===== src/rtl/seq_detector_param.sv =====
// Parametrised Mealy serial-pattern detector with runtime-loadable pattern and overlap select.
// Optional saturating match counter is built when SEQDET_MATCH_CNT_EN is defined.
module seq_detector_param #(
  parameter int                 SEQ_LEN   = 3,
  parameter logic [SEQ_LEN-1:0] PAT_RESET = 3'b110,
  parameter int                 CNT_W     = 8
) (
  input  logic               clk,
  input  logic               rst,
  input  logic               in_valid,
  input  logic               in_bit,
  input  logic               overlap_en,
  input  logic               pat_load,
  input  logic [SEQ_LEN-1:0] pat_in,
  input  logic               cnt_clr,
  output logic               det,
  output logic [CNT_W-1:0]   match_cnt
);

  localparam int                FILL_W   = $clog2(SEQ_LEN);
  localparam logic [FILL_W-1:0] FILL_MAX = FILL_W'(SEQ_LEN - 1);

  logic [SEQ_LEN-1:0] pat_q, pat_d;
  logic [SEQ_LEN-2:0] hist_q, hist_d;
  logic [FILL_W-1:0]  fill_q, fill_d;

  logic [SEQ_LEN-1:0] window;
  logic               accept;
  logic               armed;
  logic               hit;

  // fill_q encodes EMPTY (0), FILLING and ARMED (SEQ_LEN-1)
  assign accept = in_valid & ~pat_load;
  assign window = {hist_q, in_bit};
  assign armed  = (fill_q == FILL_MAX);
  assign hit    = accept & armed & (window == pat_q);
  assign det    = hit;

  always_comb begin
    pat_d  = pat_q;
    hist_d = hist_q;
    fill_d = fill_q;
    if (pat_load) begin
      pat_d  = pat_in;
      fill_d = '0;
    end else if (in_valid) begin
      hist_d = window[SEQ_LEN-2:0];
      if (hit && !overlap_en) begin
        fill_d = '0;
      end else if (!armed) begin
        fill_d = fill_q + 1'b1;
      end
    end
  end

  always_ff @(posedge clk or negedge rst) begin
    if (!rst) begin
      pat_q  <= PAT_RESET;
      hist_q <= '0;
      fill_q <= '0;
    end else begin
      pat_q  <= pat_d;
      hist_q <= hist_d;
      fill_q <= fill_d;
    end
  end

`ifdef SEQDET_MATCH_CNT_EN
  logic [CNT_W-1:0] cnt_q;

  function automatic logic [CNT_W-1:0] sat_inc(input logic [CNT_W-1:0] v);
    return (&v) ? v : v + 1'b1;
  endfunction

  // clear takes priority over a detection in the same cycle
  always_ff @(posedge clk or negedge rst) begin
    if (!rst) begin
      cnt_q <= '0;
    end else if (cnt_clr) begin
      cnt_q <= '0;
    end else if (hit) begin
      cnt_q <= sat_inc(cnt_q);
    end
  end

  assign match_cnt = cnt_q;
`else
  logic unused_cnt_clr;

  assign unused_cnt_clr = cnt_clr;
  assign match_cnt      = '0;
`endif

endmodule


===== config.mk =====
export PLATFORM = sky130hd
export DESIGN_NAME = seq_detector_param
export DESIGN_NICKNAME = d
export VERILOG_FILES = /design/src/rtl/seq_detector_param.sv
export SDC_FILE = /design/constraint.sdc
export NUM_CORES = 1
export LEC_CHECK = 0
export ABC_AREA = 0
export BUFFER_PORTS_ARGS = -buffer_cell sky130_fd_sc_hd__buf_2
export CAP_MARGIN = 25
export CORE_AREA = 4 4 41 43
export CTS_BUF_LIST = sky130_fd_sc_hd__clkbuf_4 sky130_fd_sc_hd__clkbuf_8
export CTS_CLUSTER_DIAMETER = 40
export DETAILED_ROUTE_END_ITERATION = 10
export DIE_AREA = 0 0 45 47
export PLACE_DENSITY_LB_ADDON = 0.12
export SLEW_MARGIN = 5
export SYNTH_ARGS = -nofsm -noshare
export SYNTH_HDL_FRONTEND = slang
export SYNTH_SLANG_ARGS = --single-unit

===== constraint.sdc =====
create_clock -name clk -period 1.5 [get_ports clk]
set_clock_uncertainty 0.2 [all_clocks]
set_input_delay 0 -clock clk [delete_from_list [all_inputs] [get_ports clk]]
set_output_delay 0 -clock clk [all_outputs]
set_load 0.1 [all_outputs]

======== After elaboration in Yosys (flattened, before gate mapping) ========
Index checks and enable logic that the tools add are counted.
W data, S select, Z words.
storage, ports and cells
  logic and storage cells ................. 20
  bits in registers ....................... 7
  output and inout port bits .............. 9
  input bits .............................. 10
cells by class
  equality and inequality tests ........... 3
  multiplexer cells ....................... 4
  bitwise gates (word level) .............. 4
  reductions and logical operators ........ 5
  add/subtract/negate cells ............... 1
operators by type and width
  operator               number
  $mux W2                4
  $reduce_and A2 Y1      2
  $and A1 B1 Y1          3
  $eq A3 B3 Y1           1
  $ne A3 B2 Y1 const B   1
  $add A2 B1 Y2 const B  1
  $eq A2 B2 Y1 const B   1
  $reduce_bool A2 Y1     1
  $logic_and A1 B1 Y1    1
  $logic_not A1 Y1       1
  $not A1 Y1             1

======== Depth between registers and ports, before layout ========
Gate-level depths: netlist of run 1.
  word-level depth ........................ 8
  gate-level depth with buffers ........... 5
  depth with buffers taken out ............ 5

======== Worst setup path after synthesis of run 1 ========
Ideal clock, no wire load.
  path kind ............................... register to output
  start ................................... reg pat_q[1]
  end ..................................... out det
  slack ................................... -0.707 ns
  data required time ...................... 1.300 ns
  path buffers ............................ 0
  cell stages (with the launch flop) ...... 4
  arrival time ............................ 2.007 ns
  cells stage by stage .................... dfstp_2 > xnor2_1 > nand4_1 > nor2_1
on the way
  cells in the longest elaborated chain, start to end .. 2
RTL lines
  item                      RTL line  source
  start: declaration        23        logic [SEQ_LEN-1:0] pat_q, pat_d;
  start signal: assignment  62        pat_q <= pat_d;
  $eq A3 B3 Y1              36        assign hit = accept & armed & (window == pat_q);
  $and A1 B1 Y1             36
  end: declaration          16        output logic det,
No other way between the ends.

======== Worst setup path in the final report of run 1 ========
Ends and elaborated chain as after synthesis.

==> run metrics, run 1 <==
worst min path class primary input to async pin; Slew Limit Fails 0; critical path start-end classification flop to output port; maximum clock rate 631 MHz; worst hold margin 46.0 ps; number of vias in the routed layout 311; initial DRC count 0; antenna violations before repair 0; count of TritonRoute iterations in the first routing pass 1; library cell used as clock root buffer sky130_fd_sc_hd__clkbuf_4; max-cap violations 0; wire length of the first global-routing pass 1320 um; power density cells 1040 nW/um2; Yosys warnings 0; TritonCTS buffer count 3; leading cell type by number of instances after synthesis sky130_fd_sc_hd__buf_4; chip height 47 um; number of H-tree levels 1; reg2reg start pat_q[1]$_DFFE_PN1P_; launching element of the worst setup path pat_q[1]$_DFFE_PN1P_; share of Yosys cell area claimed by the top area cell type 0.294; vias per std cell 4.20; number of I/O port buffers 9; pin count of the biggest net entering global routing 7; clock latency reported for the late side of the worst-skew pair about 240 ps; Final setup violation count 1; Ports 19; Yosys reg bits 7; most frequent cells after synthesis sky130_fd_sc_hd__buf_4 (8), sky130_fd_sc_hd__dfrtp_1 (5), sky130_fd_sc_hd__mux2_2 (5); sequential-to-total area share from yosys stat 0.418; clock tree from TritonCTS done; reported leakage power roughly 0.00030 uW; EDFF count, synth 0; All-Layer GR Usage 0.0916; count of endpoints failing hold in the final timing report 0; run status finished with violations; arrival time reported for the critical path endpoint 1390 ps; post-synthesis to final-layout area growth 48.2%; register clock-pin slew on the reported worst setup and hold paths 50 ps; Worst Setup Slack post-DPL 65.4 ps; remaining antenna violation count after routing 0; Area after DPL 478 um2; setup repair after global routing missed its margin true; Die Footprint 2120 um2; count of standard-cell rows 13; portion of the clock cycle consumed by the worst path in the final layout 1.06; fin util 0.485; mean routed wirelength per cell 9.97 um; Main synth FF type sky130_fd_sc_hd__dfrtp_1; DPL Wire Length 591 um; largest fanout of any net on the critical path 2; Setup crit end kind output port; violated checks negative setup slack; post-synthesis cell type with the largest combined area sky130_fd_sc_hd__dfrtp_1; summed instance area of the synthesized netlist between 400 and 500 um2; worst setup slack after layout -85.1 ps; post-synth cell types 16; number of diodes 0; average footprint of a synthesized cell 11.5 um2; startpoint types flop; min cycle time layout 1590 ps; total routed wirelength 738 um; async set-or-reset flop fraction in the synthesized netlist 1.00; post-route cell area 631 um2; area of the placeable core 1300 um2; DRC violations left 0; via count of the first global-routing pass between 300 and 400; number of sinks driven by the clock tree 7; nets slightly above 70; deepest clock path buffer count 2; die span in x 45 um; maximum ir drop on the vdd rail between 0.0006 and 0.0007 V; required time at the worst-slack endpoint ~1300 ps; fraction of layout cells with a size suffix above 1 0.525; initial core utilization 0.327; Synth area leaders sky130_fd_sc_hd__dfrtp_1 (29%), sky130_fd_sc_hd__buf_4 (14%), sky130_fd_sc_hd__mux2_2 (13%), sky130_fd_sc_hd__dfstp_2 (12%), sky130_fd_sc_hd__xnor2_1 (8.2%); number of fill cells 129; gr ovfl total 0; global placer's final weighted congestion 0.628; count of mapped cells out of synthesis 37
==> power by group <==
group          switching, uW  internal, uW
Combinational            139          96.3
Sequential              23.1           220
Clock                   59.9           119
Total                    222           435
==> stage by stage <==
step	TNS, ps	power (uW)	std cells
after detailed placement	0	428	60
after CTS	-111	652	73
after global routing	-159	703	74
after global placement	0	421	60
final	-85.1	657	74
after floorplan	0	412	44
==> final timing paths <==
kind	endpoint	slack [ps]	cells past startpoint
setup / recovery	det	-90	4
hold / removal	pat_q[1]$_DFFE_PN1P_	50	2
setup reg to reg	fill_q[1]$_DFFE_PN0P_	30	5
hold reg to reg	pat_q[0]$_DFFE_PN0P_	330	1
max in group asynchronous	hist_q[0]$_DFFE_PN0P_	410	3
min in group clk	fill_q[0]$_DFFE_PN0P_	100	4
==> kinds of logic after synthesis <==
family,Yosys count,share of synthesized area
simple gates,8,0.147
fa+ha+maj,1,0.0294
other cells,1,0.00882
xor+xnor,4,0.0823
flops,7,0.418
buf+inv,10,0.159
mux,6,0.156
==> repair_timing <==
item                                    4_1_cts  5_1_grt
hold endpoints to repair                     14        0
endpoints found under the setup margin        1        3
buffers inserted                              1        1
hold buffers                                  8        0
pin swaps                                     4        3
resized for setup                             2        3
cloned                                        0        0
==> worst max-delay path: stages (launching register included) <==
cell                      delay (ps)
sky130_fd_sc_hd__dfstp_2         560
sky130_fd_sc_hd__xnor2_2         120
sky130_fd_sc_hd__nand4_1         150
sky130_fd_sc_hd__nor2_4          130
sky130_fd_sc_hd__buf_12          180
==> cells in the final DEF, fill, tap and decap left out, drive strengths merged <==
master	count
buf	11
conb	8
dlygate4sd3	8
mux2	5
dfrtp	5
clkbuf	4
xnor2	4
inv	2
nor3	2
dfstp	2
nand2b	1
nand4	1
nor2	1
and3b	1
and4	1
and2b	1
mux2i	1
ha	1
==> final cells by class <==
| type | instances | area [um2] | share of cell area |
|---|---|---|---|
| clock buffers | 4 | 30.0 | 0.0476 |
| repair buffers | 19 | 155 | 0.246 |
| well taps | 15 | 18.8 | 0.0298 |
| multi-input cells | 27 | 241 | 0.383 |
| inverters | 2 | 7.51 | 0.0119 |
| flip-flops and latches | 7 | 178 | 0.282 |
==> flip-flops by register name, indices dropped and copies added, names as in the netlist <==
name	count
pat_q	3
hist_q	2
fill_q	2
==> metal layers <==
| layer | routed length (um) | track usage | vias up | part of all wire |
|---|---|---|---|---|
| met3 | 81 | 0.0268 | 2 | 0.11 |
| met4 | 10 | 0.0877 | 0 | 0.014 |
| met2 | 401 | 0.158 | 16 | 0.54 |
| li1 | - | - | 152 | - |
| met5 | 0 | 0 | - | 0 |
| met1 | 243 | 0.0862 | 141 | 0.33 |
(Power assumes the default switching activity.)
==> run 2, diff against run 1 <==
--- a/config.mk
+++ b/config.mk
@@ -8,11 +8,11 @@
 export ABC_AREA = 0
 export BUFFER_PORTS_ARGS = -buffer_cell sky130_fd_sc_hd__buf_2
 export CAP_MARGIN = 25
-export CORE_AREA = 4 4 41 43
+export CORE_AREA = 2 2 39 41
 export CTS_BUF_LIST = sky130_fd_sc_hd__clkbuf_4 sky130_fd_sc_hd__clkbuf_8
 export CTS_CLUSTER_DIAMETER = 40
 export DETAILED_ROUTE_END_ITERATION = 10
-export DIE_AREA = 0 0 45 47
+export DIE_AREA = 0 0 41 43
 export PLACE_DENSITY_LB_ADDON = 0.12
 export SLEW_MARGIN = 5
 export SYNTH_ARGS = -nofsm -noshare
==> run 2 against run 1 <==
Compared with the run above:
- the flow still finishes with violations (negative setup slack)
- die area is 17% lower
- final cell count up 1.4%
- power increased by 1.8%
- sequential power barely moved
- sequential share of layout area fell by 0.39 points
- critical endpoint unchanged
- largest cell class unchanged
==> run metrics, run 2 (same netlist as run 1, synthesis figures left out) <==
run status finished with violations (unchanged); violated checks negative setup slack (unchanged); Slowest Stage Delay on Critical Path 550 ps (was 560 ps); Post-Place Cells 61 (was 60); max FFs per register 3 (unchanged); initial core utilization 0.307 (was 0.327); number of fill cells 135 (was 129); chip height 43 um (was 47 um); combinational cell fraction of total power 0.364 (was 0.358); fin util 0.462 (was 0.485); largest fanout of any net on the critical path 2 (unchanged); final non-filler cell total 75 (was 74); mean routed wirelength per cell 10.1 um (was 9.97 um); reported leakage power 0.000306 uW (was 0.000302 uW); registers with the highest flip-flop counts pat_q x3, fill_q x2, hist_q x2 (unchanged); wire length of the first global-routing pass 1330 um (was 1320 um); worst min path class primary input to async pin (unchanged); via count of the first global-routing pass 357 (was 333); Slew Limit Fails 0 (unchanged); fraction of layout cells with a size suffix above 1 0.542 (was 0.525); nets 71 (unchanged); max-cap violations 0 (unchanged); Final setup violation count 1 (unchanged); number of I/O port buffers 9 (unchanged); post-synthesis to final-layout area growth 50.3% (was 48.2%); portion of the clock cycle consumed by the worst path in the final layout 1.06 (about the same); remaining antenna violation count after routing 0 (unchanged); part of the total power dissipated in the clock network 0.273 (was 0.272); global placer's final weighted congestion 0.663 (was 0.628); critical path start-end classification flop to output port (unchanged); startpoint types flop (unchanged); pin count of the biggest net entering global routing 7 (unchanged); count of endpoints failing hold in the final timing report 0 (unchanged); Worst Setup Slack post-DPL 30.3 ps (was 65.4 ps); total routed wirelength 758 um (was 738 um); initial DRC count 0 (unchanged); Pwr Total 669 uW (was 657 uW); launching element of the worst setup path pat_q[1]$_DFFE_PN1P_ (unchanged); Pint 440 uW (was 435 uW); number of H-tree levels 1 (unchanged); All-Layer GR Usage 0.120 (was 0.0916); number of diodes 0 (unchanged); required time at the worst-slack endpoint 1300 ps (about the same); Setup crit end kind output port (unchanged); die span in x 41 um (was 45 um); arrival time reported for the critical path endpoint 1390 ps (about the same); crit path max-delay cell type sky130_fd_sc_hd__dfstp_2 (unchanged); P_sw 229 uW (was 222 uW); area used by multi-input combinational logic 249 um2 (was 241 um2); Switching Share 0.343 (was 0.338); register with the most flip-flops pat_q (unchanged); clock tree from TritonCTS done (unchanged); maximum ir drop on the vdd rail 0.000461 V (was 0.000616 V); DRC violations left 0 (unchanged); register-to-register setup slack 70 ps (was 30 ps); reg2reg start fill_q[0]$_DFFE_PN0P_ (was pat_q[1]$_DFFE_PN1P_); count of TritonRoute iterations in the first routing pass 1 (unchanged); vias per std cell 4.16 (was 4.20); area taken by flip-flops and latches 178 um2 (unchanged); deepest clock path buffer count 2 (unchanged); register clock-pin slew on the reported worst setup and hold paths 50 ps (about the same); clock latency reported for the late side of the worst-skew pair 250 ps (was 240 ps); maximum clock rate 630 MHz (was 631 MHz); min cycle time layout 1590 ps (about the same); sequential share of power 0.363 (was 0.370); setup repair after global routing missed its margin true (unchanged); number of vias in the routed layout 312 (was 311); TritonCTS buffer count 3 (unchanged); area of the placeable core 1380 um2 (was 1300 um2); power density cells 1050 nW/um2 (was 1040 nW/um2); gr ovfl total 0 (unchanged); library cell used as clock root buffer sky130_fd_sc_hd__clkbuf_4 (unchanged); worst setup slack after layout -87.9 ps (was -85.1 ps); count of standard-cell rows 14 (was 13); Ports 19 (unchanged); antenna violations before repair 0 (unchanged); cells traversed along the worst timing path xnor2_2 -> nand4_1 -> nor2_4 -> buf_12 (unchanged); highest-count cells in the layout ignoring fill and taps sky130_fd_sc_hd__conb_1 (8), sky130_fd_sc_hd__dlygate4sd3_1 (8), sky130_fd_sc_hd__buf_2 (8), sky130_fd_sc_hd__mux2_2 (5), sky130_fd_sc_hd__dfrtp_1 (5) (unchanged); Die Footprint 1760 um2 (was 2120 um2); number of sinks driven by the clock tree 7 (unchanged)
## run 2: cell count changes in the layout (fill, tap and decap cells not counted)
cell / change
sky130_fd_sc_hd__xnor2_1: -1
sky130_fd_sc_hd__xnor2_2: +1
## run 2: cell type report
type	instances	area share
multi-input combinational	27	0.389
tap	16	0.0313
timing repair buffer	19	0.243
clock buffer	4	0.0470
inverter	2	0.0117
sequential	7	0.278
## run 2: what timing repair did
action                                  in CTS  in global routing
setup buffers                                1                  1
resized for setup                            2                  4
hold buffers                                 8                  0
endpoints found under the setup margin       1                  3
endpoints found under the hold margin       14                  0
pin swaps                                    4                  4
## run 2: layer usage
layer  global-route usage  vias to the layer above  wire (um)
li1                     -                      155          -
met1                0.100                      141        265
met2                0.209                       14        437
met3               0.0314                        2         46
met4                0.100                        0          8
met5                    0                        -          0
## run 2: worst paths after layout
| kind | depth (start not counted) | endpoint |
|---|---|---|
| worst max register to register | 5 | fill_q[0]$_DFFE_PN0P_ |
| worst max-delay path | 4 | det |
| min in group clk | 4 | fill_q[0]$_DFFE_PN0P_ |
| worst min-delay path | 2 | pat_q[1]$_DFFE_PN1P_ |
| max in group asynchronous | 3 | fill_q[1]$_DFFE_PN0P_ |
| worst min register to register | 1 | pat_q[0]$_DFFE_PN0P_ |
## run 2: metrics by stage
stage / hold WS, ps / cell area (um2) / setup TNS (ps)
after global placement: -367 / 479 / 0
after detailed placement: -363 / 479 / 0
after CTS: 33.0 / 612 / -108
after global routing: 29.1 / 639 / -229
after floorplan: -496 / 459 / 0
final: 48.8 / 639 / -87.9
## run 2: critical path: cells and delay by family (launching register included)
kind	cells	cell delay, ps
xor+xnor	1	120
buf+inv	1	180
flops	1	550
simple gates	2	290
## run 2: power by group through the flow
stage          combinational, uW  sequential, uW  clock (uW)
6_report                     243             243         183
5_1_grt                      263             246         207
4_1_cts                      225             244         191
3_5_place_dp                 187             241           0
3_3_place_gp                 183             239           0
2_1_floorplan                176             236           0
